===== config.mk =====
export PLATFORM = sky130hd
export DESIGN_NAME = deserializer_wrap
export DESIGN_NICKNAME = d
export VERILOG_FILES = /design/src/rtl/deserializer_pkg.sv /design/src/rtl/deserializer_wrap.sv /design/src/rtl/deserializer.sv
export SDC_FILE = /design/constraint.sdc
export NUM_CORES = 1
export LEC_CHECK = 0
export BUFFER_PORTS_ARGS = -buffer_cell sky130_fd_sc_hd__buf_2
export CAP_MARGIN = 10
export CORE_MARGIN = 2
export CORE_UTILIZATION = 41
export CTS_CLUSTER_DIAMETER = 120
export DETAILED_ROUTE_END_ITERATION = 16
export SETUP_SLACK_MARGIN = 0.2
export SYNTH_ARGS = -nofsm -noshare
export SYNTH_HDL_FRONTEND = slang
export SYNTH_SLANG_ARGS = --single-unit

===== constraint.sdc =====
create_clock -name clk_i -period 1.73 [get_ports clk_i]
set_input_delay 0.0865 -clock clk_i [delete_from_list [all_inputs] [get_ports clk_i]]
set_output_delay 0.0865 -clock clk_i [all_outputs]
set_load 0.02 [all_outputs]

===== src/rtl/deserializer_pkg.sv =====
`default_nettype none
// ============================================================================
//  Module      : deserializer_pkg
//  Description : Shared defaults and counter types for the serial-link
//                receive path (deserializer and its timing wrapper).
//  Revision    : 1.0 - initial release
// ============================================================================
package deserializer_pkg;

    // Default width of the assembled parallel word (power of two, >= 4).
    localparam int c_DATA_W      = 16;
    // Width of the valid-bit count that travels with each word.
    localparam int c_MOD_W       = $clog2(c_DATA_W);
    // Default idle-gap length that triggers a partial-word flush.
    localparam int c_IDLE_CYCLES = 8;
    // The idle counter must hold values up to IDLE_CYCLES.
    localparam int c_IDLE_W      = $clog2(c_IDLE_CYCLES + 1);

    typedef logic [c_MOD_W-1:0]  bit_cnt_t;
    typedef logic [c_IDLE_W-1:0] idle_cnt_t;

endpackage : deserializer_pkg
`default_nettype wire


===== src/rtl/deserializer_wrap.sv =====
`default_nettype none
// ============================================================================
//  Module      : deserializer_wrap
//  Description : Timing wrapper for fmax runs: registers every input and
//                output of the deserializer so the core sits between flops.
//                Honours DESERIALIZER_IDLE_FLUSH_EN through the core.
//  Ports       : same names and meanings as deserializer; every path has
//                one extra register stage on input and on output.
//  Revision    : 1.0 - initial release
// ============================================================================
module deserializer_wrap
    import deserializer_pkg::*;
#(
    parameter int DATA_W      = c_DATA_W,
    parameter int IDLE_CYCLES = c_IDLE_CYCLES
) (
    input  logic                      clk_i,
    input  logic                      srst_i,
    input  logic                      data_i,
    input  logic                      data_val_i,
    output logic [DATA_W-1:0]         deser_data_o,
    output logic [$clog2(DATA_W)-1:0] deser_data_mod_o,
    output logic                      deser_data_val_o,
    output logic                      busy_o
);

    localparam int c_CNT_W = $clog2(DATA_W);

    logic               r_srst_q;
    logic               r_data_in_q;
    logic               r_val_in_q;
    logic [DATA_W-1:0]  w_core_data;
    logic [c_CNT_W-1:0] w_core_mod;
    logic               w_core_val;
    logic               w_core_busy;
    logic [DATA_W-1:0]  r_data_out_q;
    logic [c_CNT_W-1:0] r_mod_out_q;
    logic               r_val_out_q;
    logic               r_busy_out_q;

    always_ff @(posedge clk_i) begin
        r_srst_q <= srst_i;
        if (srst_i) begin
            r_data_in_q  <= 1'b0;
            r_val_in_q   <= 1'b0;
            r_data_out_q <= '0;
            r_mod_out_q  <= '0;
            r_val_out_q  <= 1'b0;
            r_busy_out_q <= 1'b0;
        end else begin
            r_data_in_q  <= data_i;
            r_val_in_q   <= data_val_i;
            r_data_out_q <= w_core_data;
            r_mod_out_q  <= w_core_mod;
            r_val_out_q  <= w_core_val;
            r_busy_out_q <= w_core_busy;
        end
    end

    deserializer #(
        .DATA_W      (DATA_W),
        .IDLE_CYCLES (IDLE_CYCLES)
    ) u_core (
        .clk_i            (clk_i),
        .srst_i           (r_srst_q),
        .data_i           (r_data_in_q),
        .data_val_i       (r_val_in_q),
        .deser_data_o     (w_core_data),
        .deser_data_mod_o (w_core_mod),
        .deser_data_val_o (w_core_val),
        .busy_o           (w_core_busy)
    );

    assign deser_data_o     = r_data_out_q;
    assign deser_data_mod_o = r_mod_out_q;
    assign deser_data_val_o = r_val_out_q;
    assign busy_o           = r_busy_out_q;

endmodule : deserializer_wrap
`default_nettype wire


===== src/rtl/deserializer.sv =====
`default_nettype none
// ============================================================================
//  Module      : deserializer
//  Description : Serial-to-parallel receiver. Collects one bit per cycle
//                (qualified by data_val_i), MSB first, and emits each full
//                DATA_W-bit word with a one-cycle valid pulse.
//                Optional macro DESERIALIZER_IDLE_FLUSH_EN: a partial word
//                idle for IDLE_CYCLES cycles is flushed left-aligned with
//                its bit count on deser_data_mod_o.
//  Ports       : clk_i            - clock, rising edge
//                srst_i           - synchronous reset, active-high
//                data_i           - serial data bit
//                data_val_i       - qualifies data_i
//                deser_data_o     - assembled word, first bit in MSB
//                deser_data_mod_o - valid-bit count, 0 = all bits valid
//                deser_data_val_o - one-cycle word-valid pulse
//                busy_o           - a partial word is held
//  Revision    : 1.0 - initial release
// ============================================================================
module deserializer
    import deserializer_pkg::*;
#(
    parameter int DATA_W      = c_DATA_W,
    parameter int IDLE_CYCLES = c_IDLE_CYCLES
) (
    input  logic                      clk_i,
    input  logic                      srst_i,
    input  logic                      data_i,
    input  logic                      data_val_i,
    output logic [DATA_W-1:0]         deser_data_o,
    output logic [$clog2(DATA_W)-1:0] deser_data_mod_o,
    output logic                      deser_data_val_o,
    output logic                      busy_o
);

    localparam int                 c_CNT_W    = $clog2(DATA_W);
    localparam logic [c_CNT_W-1:0] c_CNT_LAST = c_CNT_W'(DATA_W - 1);
    localparam logic [c_CNT_W-1:0] c_CNT_ONE  = c_CNT_W'(1);

    // The bit counter doubles as the state: zero is IDLE, non-zero is ACC.
    logic [DATA_W-1:0]  r_shreg_q, w_shreg_d;
    logic [c_CNT_W-1:0] r_cnt_q,   w_cnt_d;
    logic               r_busy_q,  w_busy_d;
    logic [DATA_W-1:0]  r_data_q,  w_data_d;
    logic               r_val_q,   w_val_d;
    logic [DATA_W-1:0]  w_shift;

    // Word as it would look after shifting in the current bit.
    assign w_shift = {r_shreg_q[DATA_W-2:0], data_i};

`ifdef DESERIALIZER_IDLE_FLUSH_EN
    localparam int                 c_IDL_W     = $clog2(IDLE_CYCLES + 1);
    localparam logic [c_IDL_W-1:0] c_IDLE_LAST = c_IDL_W'(IDLE_CYCLES - 1);
    localparam logic [c_IDL_W-1:0] c_IDLE_ONE  = c_IDL_W'(1);
    localparam int                 c_SH_W      = c_CNT_W + 1;
    localparam logic [c_SH_W-1:0]  c_SH_FULL   = c_SH_W'(DATA_W);

    logic [c_IDL_W-1:0] r_idle_q, w_idle_d;
    logic [c_CNT_W-1:0] r_mod_q,  w_mod_d;
    logic [c_SH_W-1:0]  w_align_sh;
    logic [DATA_W-1:0]  w_flush_word;

    // The k held bits sit in the low end of the shift register; shifting by
    // DATA_W-k moves the first of them to the MSB, discards stale upper bits
    // from earlier words and zero-fills the bottom.
    assign w_align_sh   = c_SH_FULL - {1'b0, r_cnt_q};
    assign w_flush_word = r_shreg_q << w_align_sh;
`else
    // IDLE_CYCLES only matters when the flush logic is built in.
    logic w_cfg_unused;
    assign w_cfg_unused = (IDLE_CYCLES != 0);
`endif

    always_comb begin
        w_shreg_d = r_shreg_q;
        w_cnt_d   = r_cnt_q;
        w_busy_d  = r_busy_q;
        w_data_d  = r_data_q;
        w_val_d   = 1'b0;
`ifdef DESERIALIZER_IDLE_FLUSH_EN
        w_idle_d  = r_idle_q;
        w_mod_d   = r_mod_q;
`endif
        if (data_val_i) begin
            w_shreg_d = w_shift;
`ifdef DESERIALIZER_IDLE_FLUSH_EN
            w_idle_d  = '0;
`endif
            if (r_cnt_q == c_CNT_LAST) begin
                // Last bit of the word: publish it and return to IDLE.
                w_cnt_d  = '0;
                w_busy_d = 1'b0;
                w_data_d = w_shift;
                w_val_d  = 1'b1;
`ifdef DESERIALIZER_IDLE_FLUSH_EN
                w_mod_d  = '0;
`endif
            end else begin
                w_cnt_d  = r_cnt_q + c_CNT_ONE;
                w_busy_d = 1'b1;
            end
        end
`ifdef DESERIALIZER_IDLE_FLUSH_EN
        else if (r_cnt_q != '0) begin
            if (r_idle_q == c_IDLE_LAST) begin
                // Gap reached IDLE_CYCLES: flush the partial word.
                w_data_d = w_flush_word;
                w_mod_d  = r_cnt_q;
                w_val_d  = 1'b1;
                w_cnt_d  = '0;
                w_busy_d = 1'b0;
                w_idle_d = '0;
            end else begin
                w_idle_d = r_idle_q + c_IDLE_ONE;
            end
        end
`endif
    end

    always_ff @(posedge clk_i) begin
        if (srst_i) begin
            r_shreg_q <= '0;
            r_cnt_q   <= '0;
            r_busy_q  <= 1'b0;
            r_data_q  <= '0;
            r_val_q   <= 1'b0;
`ifdef DESERIALIZER_IDLE_FLUSH_EN
            r_idle_q  <= '0;
            r_mod_q   <= '0;
`endif
        end else begin
            r_shreg_q <= w_shreg_d;
            r_cnt_q   <= w_cnt_d;
            r_busy_q  <= w_busy_d;
            r_data_q  <= w_data_d;
            r_val_q   <= w_val_d;
`ifdef DESERIALIZER_IDLE_FLUSH_EN
            r_idle_q  <= w_idle_d;
            r_mod_q   <= w_mod_d;
`endif
        end
    end

    assign deser_data_o     = r_data_q;
    assign deser_data_val_o = r_val_q;
    assign busy_o           = r_busy_q;
`ifdef DESERIALIZER_IDLE_FLUSH_EN
    assign deser_data_mod_o = r_mod_q;
`else
    // Without flushing every emitted word is complete.
    assign deser_data_mod_o = '0;
`endif

endmodule : deserializer
`default_nettype wire


==> flow_summary.yaml <==
outcome:
  status: "finished, final reports clean"
floorplanning:
  rows: 24
  die-area_mm2: 0.00503
  io-pin-count: 26
  core_mm2: 0.00432
  die_h_um: 70.9
  start_util_pct: 42.4
  die_width_um: 70.9
detailed_routing:
  topRoutingLayerUsed: "met4"
  wl_met3_um: 129
  detail_route.drc_violations: 0
  drt_iter0_drc: 43
  drt_first_pass_iters: 2
  met1Wirelength_um: 1330
  routedWlPerCell_um: 11.3
  wl_met2_um: 1170
  viasPerCell: 4.52
  route.vias.total: 1090
  ant_nets: 0
  drt-total-wl_um: 2720
synthesis:
  ys_seq_area_share_pct: 63.3
  ys_warn_count: 0
  synthDominantCellAreaShare_pct: 63.3
  syn_inst: 154
  avgSynthCellArea_um2: 11.9
  synth_area_mm2: 0.00184
  ys_seq_elements: 58
  yosysTopAreaCell: "dfxtp_1"
  yosysUniqueCellTypes: 20
  synth_area_leaders: "dfxtp_1 63%, mux2i_1 9.3%, a22o_1 7.6%"
worst_setup_path:
  crit_arrival_ps: 1610
  worstPathRequired_ps: 1990
  worstSetupPathType: "reg -> reg"
  timing.critical_path.buf_inv: 0
  endpoint_kind: "flop"
  critPathTopFamily: "simple AND/OR/NAND/NOR gates"
  cp_slowest_cell: "nor2b_4"
  startpoint_type: "flop"
  crit_path_cell_trace: "ha_1, nand4_1, nor2b_4, a22o_1"
  path_max_fanout: 18
  critPathMaxStageDelay_ps: 410
timing:
  setup_viol: 0
  fmax_mhz: 743
  setup_ws_ps: 385
  slew_violations: 0
  period_share_pct: 77.8
  skew_ps: 5.60
  hold_viol_final: 0
  rsz0062_at_grt: "no"
  layout_min_cycle_time_ps: 1350
cts:
  cts.sinks: 58
  cts_root_buf: "clkbuf_8"
  clk_pin_slew_ps: 60
  post-cts-setup-buffers: 0
  h-tree-depth: 3
  cts_buffers: 9
  cts.path.max_buffers: 2
  clk_latency_ps: 320
  cts_tree: "yes"
placement:
  gp_congestion: 0.734
  io_buffers: 21
  hpwl_um: 1690
  post-place-cells: 223
  pre_cts_slack_ps: -262
cells_and_area:
  diodes: 0
  area_growth_pct: 19.0
  final_cell_mix: "58 x dfxtp_1, 21 x buf_2, 20 x nor2b_1"
  final_common_cell: "dfxtp_1"
  fin_cells: 241
  fin_nets: 189
  drive_above_1_share_pct: 22.8
run:
  maxCapViolations: 0
power_and_ir_drop:
  total_leakage_power_nw: 0.950
  swShare_pct: 20.5
  power.clock.fraction_pct: 43.4
  switchingPower_w: 0.000517
  power.total_w: 0.00252
  p_int_w: 0.00201
  p_per_area_mw_per_mm2: 1160
  ir_worst_vdd_v: 0.000456
  p_seq_share_pct: 53.6
  power_frac_comb_pct: 3.0
global_routing:
  grt_max_degree: 22
  grt_pass1_vias: 1037
  grt_usage_pct: 11.9
  grt_pass1_wl_um: 4480
  overflow: 0
  antenna_found_initial: 0
hold_path:
  hp-class: "in -> reg"
state kept, by name, summed over array words and instances, names as in the netlist:
register,cells
busy_o,1
deser_data_val_o,1
u_core.deser_data_val_o,1
u_core.deser_data_o,16
u_core.busy_o,1
u_core.r_cnt_q,4
r_val_in_q,1
deser_data_o,16
r_srst_q,1
r_data_in_q,1
u_core.r_shreg_q,15
cell usage after synthesis:
cell,instances
a22o_1,16
a31oi_1,1
and2_1,1
buf_1,1
buf_2,2
buf_4,6
buf_6,2
clkbuf_1,2
conb_1,1
dfxtp_1,58
ha_1,1
mux2i_1,17
nand2_1,1
nand4_1,2
nor2_1,18
nor2_2,1
nor2b_1,21
o21a_1,1
xnor2_1,1
xor2_1,1
kinds of logic (layout without fill, tap and decap cells):
group | Yosys count | in the layout | synth area share, %
flip-flops | 58 | 58 | 63.3
AND/OR/NAND/NOR | 44 | 44 | 12.4
AO/OA/AOI/OAI | 18 | 18 | 8.38
multiplexers | 17 | 17 | 9.27
buffers and inverters | 13 | 45 | 4.84
XOR/XNOR | 2 | 2 | 0.955
adder cells (fa/ha/maj) | 1 | 1 | 0.682
other | 1 | 4 | 0.204
layer usage:
| metal | up-vias | track usage [%] |
|---|---|---|
| met3 | 10 | 3.99 |
| met4 | 0 | 11.3 |
| li1 | 574 | - |
| met5 | - | 0 |
| met2 | 22 | 16.9 |
| met1 | 484 | 13.7 |
worst paths after layout:
check             cells after the start                    start                endpoint  slack, ps
hold reg to reg                       1  u_core.deser_data_val_o        deser_data_val_o        440
hold / removal                        1                   srst_i                r_srst_q        110
setup reg to reg                      4        u_core.r_cnt_q[0]  u_core.deser_data_o[9]        380
setup / recovery                      4        u_core.r_cnt_q[0]  u_core.deser_data_o[9]        380
stage by stage:
step / utilization (%) / TNS (ps) / hold slack, ps / cell area [um^2]
after floorplan: - / 0 / 114 / 1850
after global placement: 45.6 / -3120 / 293 / 1970
after detailed placement: 45.6 / -4470 / 300 / 1970
after CTS: 50.5 / 0 / 110 / 2180
after global routing: 50.5 / 0 / 113 / 2180
final: 50.5 / 0 / 111 / 2180
area by class of cell:
cell class,count,area [um^2]
flip-flops and latches,58,1160
multi-input cells,86,604
repair buffers,29,170
clock buffers,14,173
well taps,52,65.1
clock inverters,2,10.0
fillers,392,2140
power by group through the flow:
stage	sequential, W	combinational, W	clock (W)
after floorplan	0.00138	0.0000636	0
after global placement	0.00138	0.0000704	0
after detailed placement	0.00138	0.0000727	0
after CTS	0.00135	0.0000773	0.00114
after global routing	0.00135	0.0000815	0.00119
final	0.00135	0.0000752	0.00110
timing repair:
item                                    CTS  global route
endpoints found under the setup margin   18             0
gates resized for setup                   2             0
endpoints found under the hold margin     2             0
hold buffers                              2             0
Power figures use the tool's default switching activity.
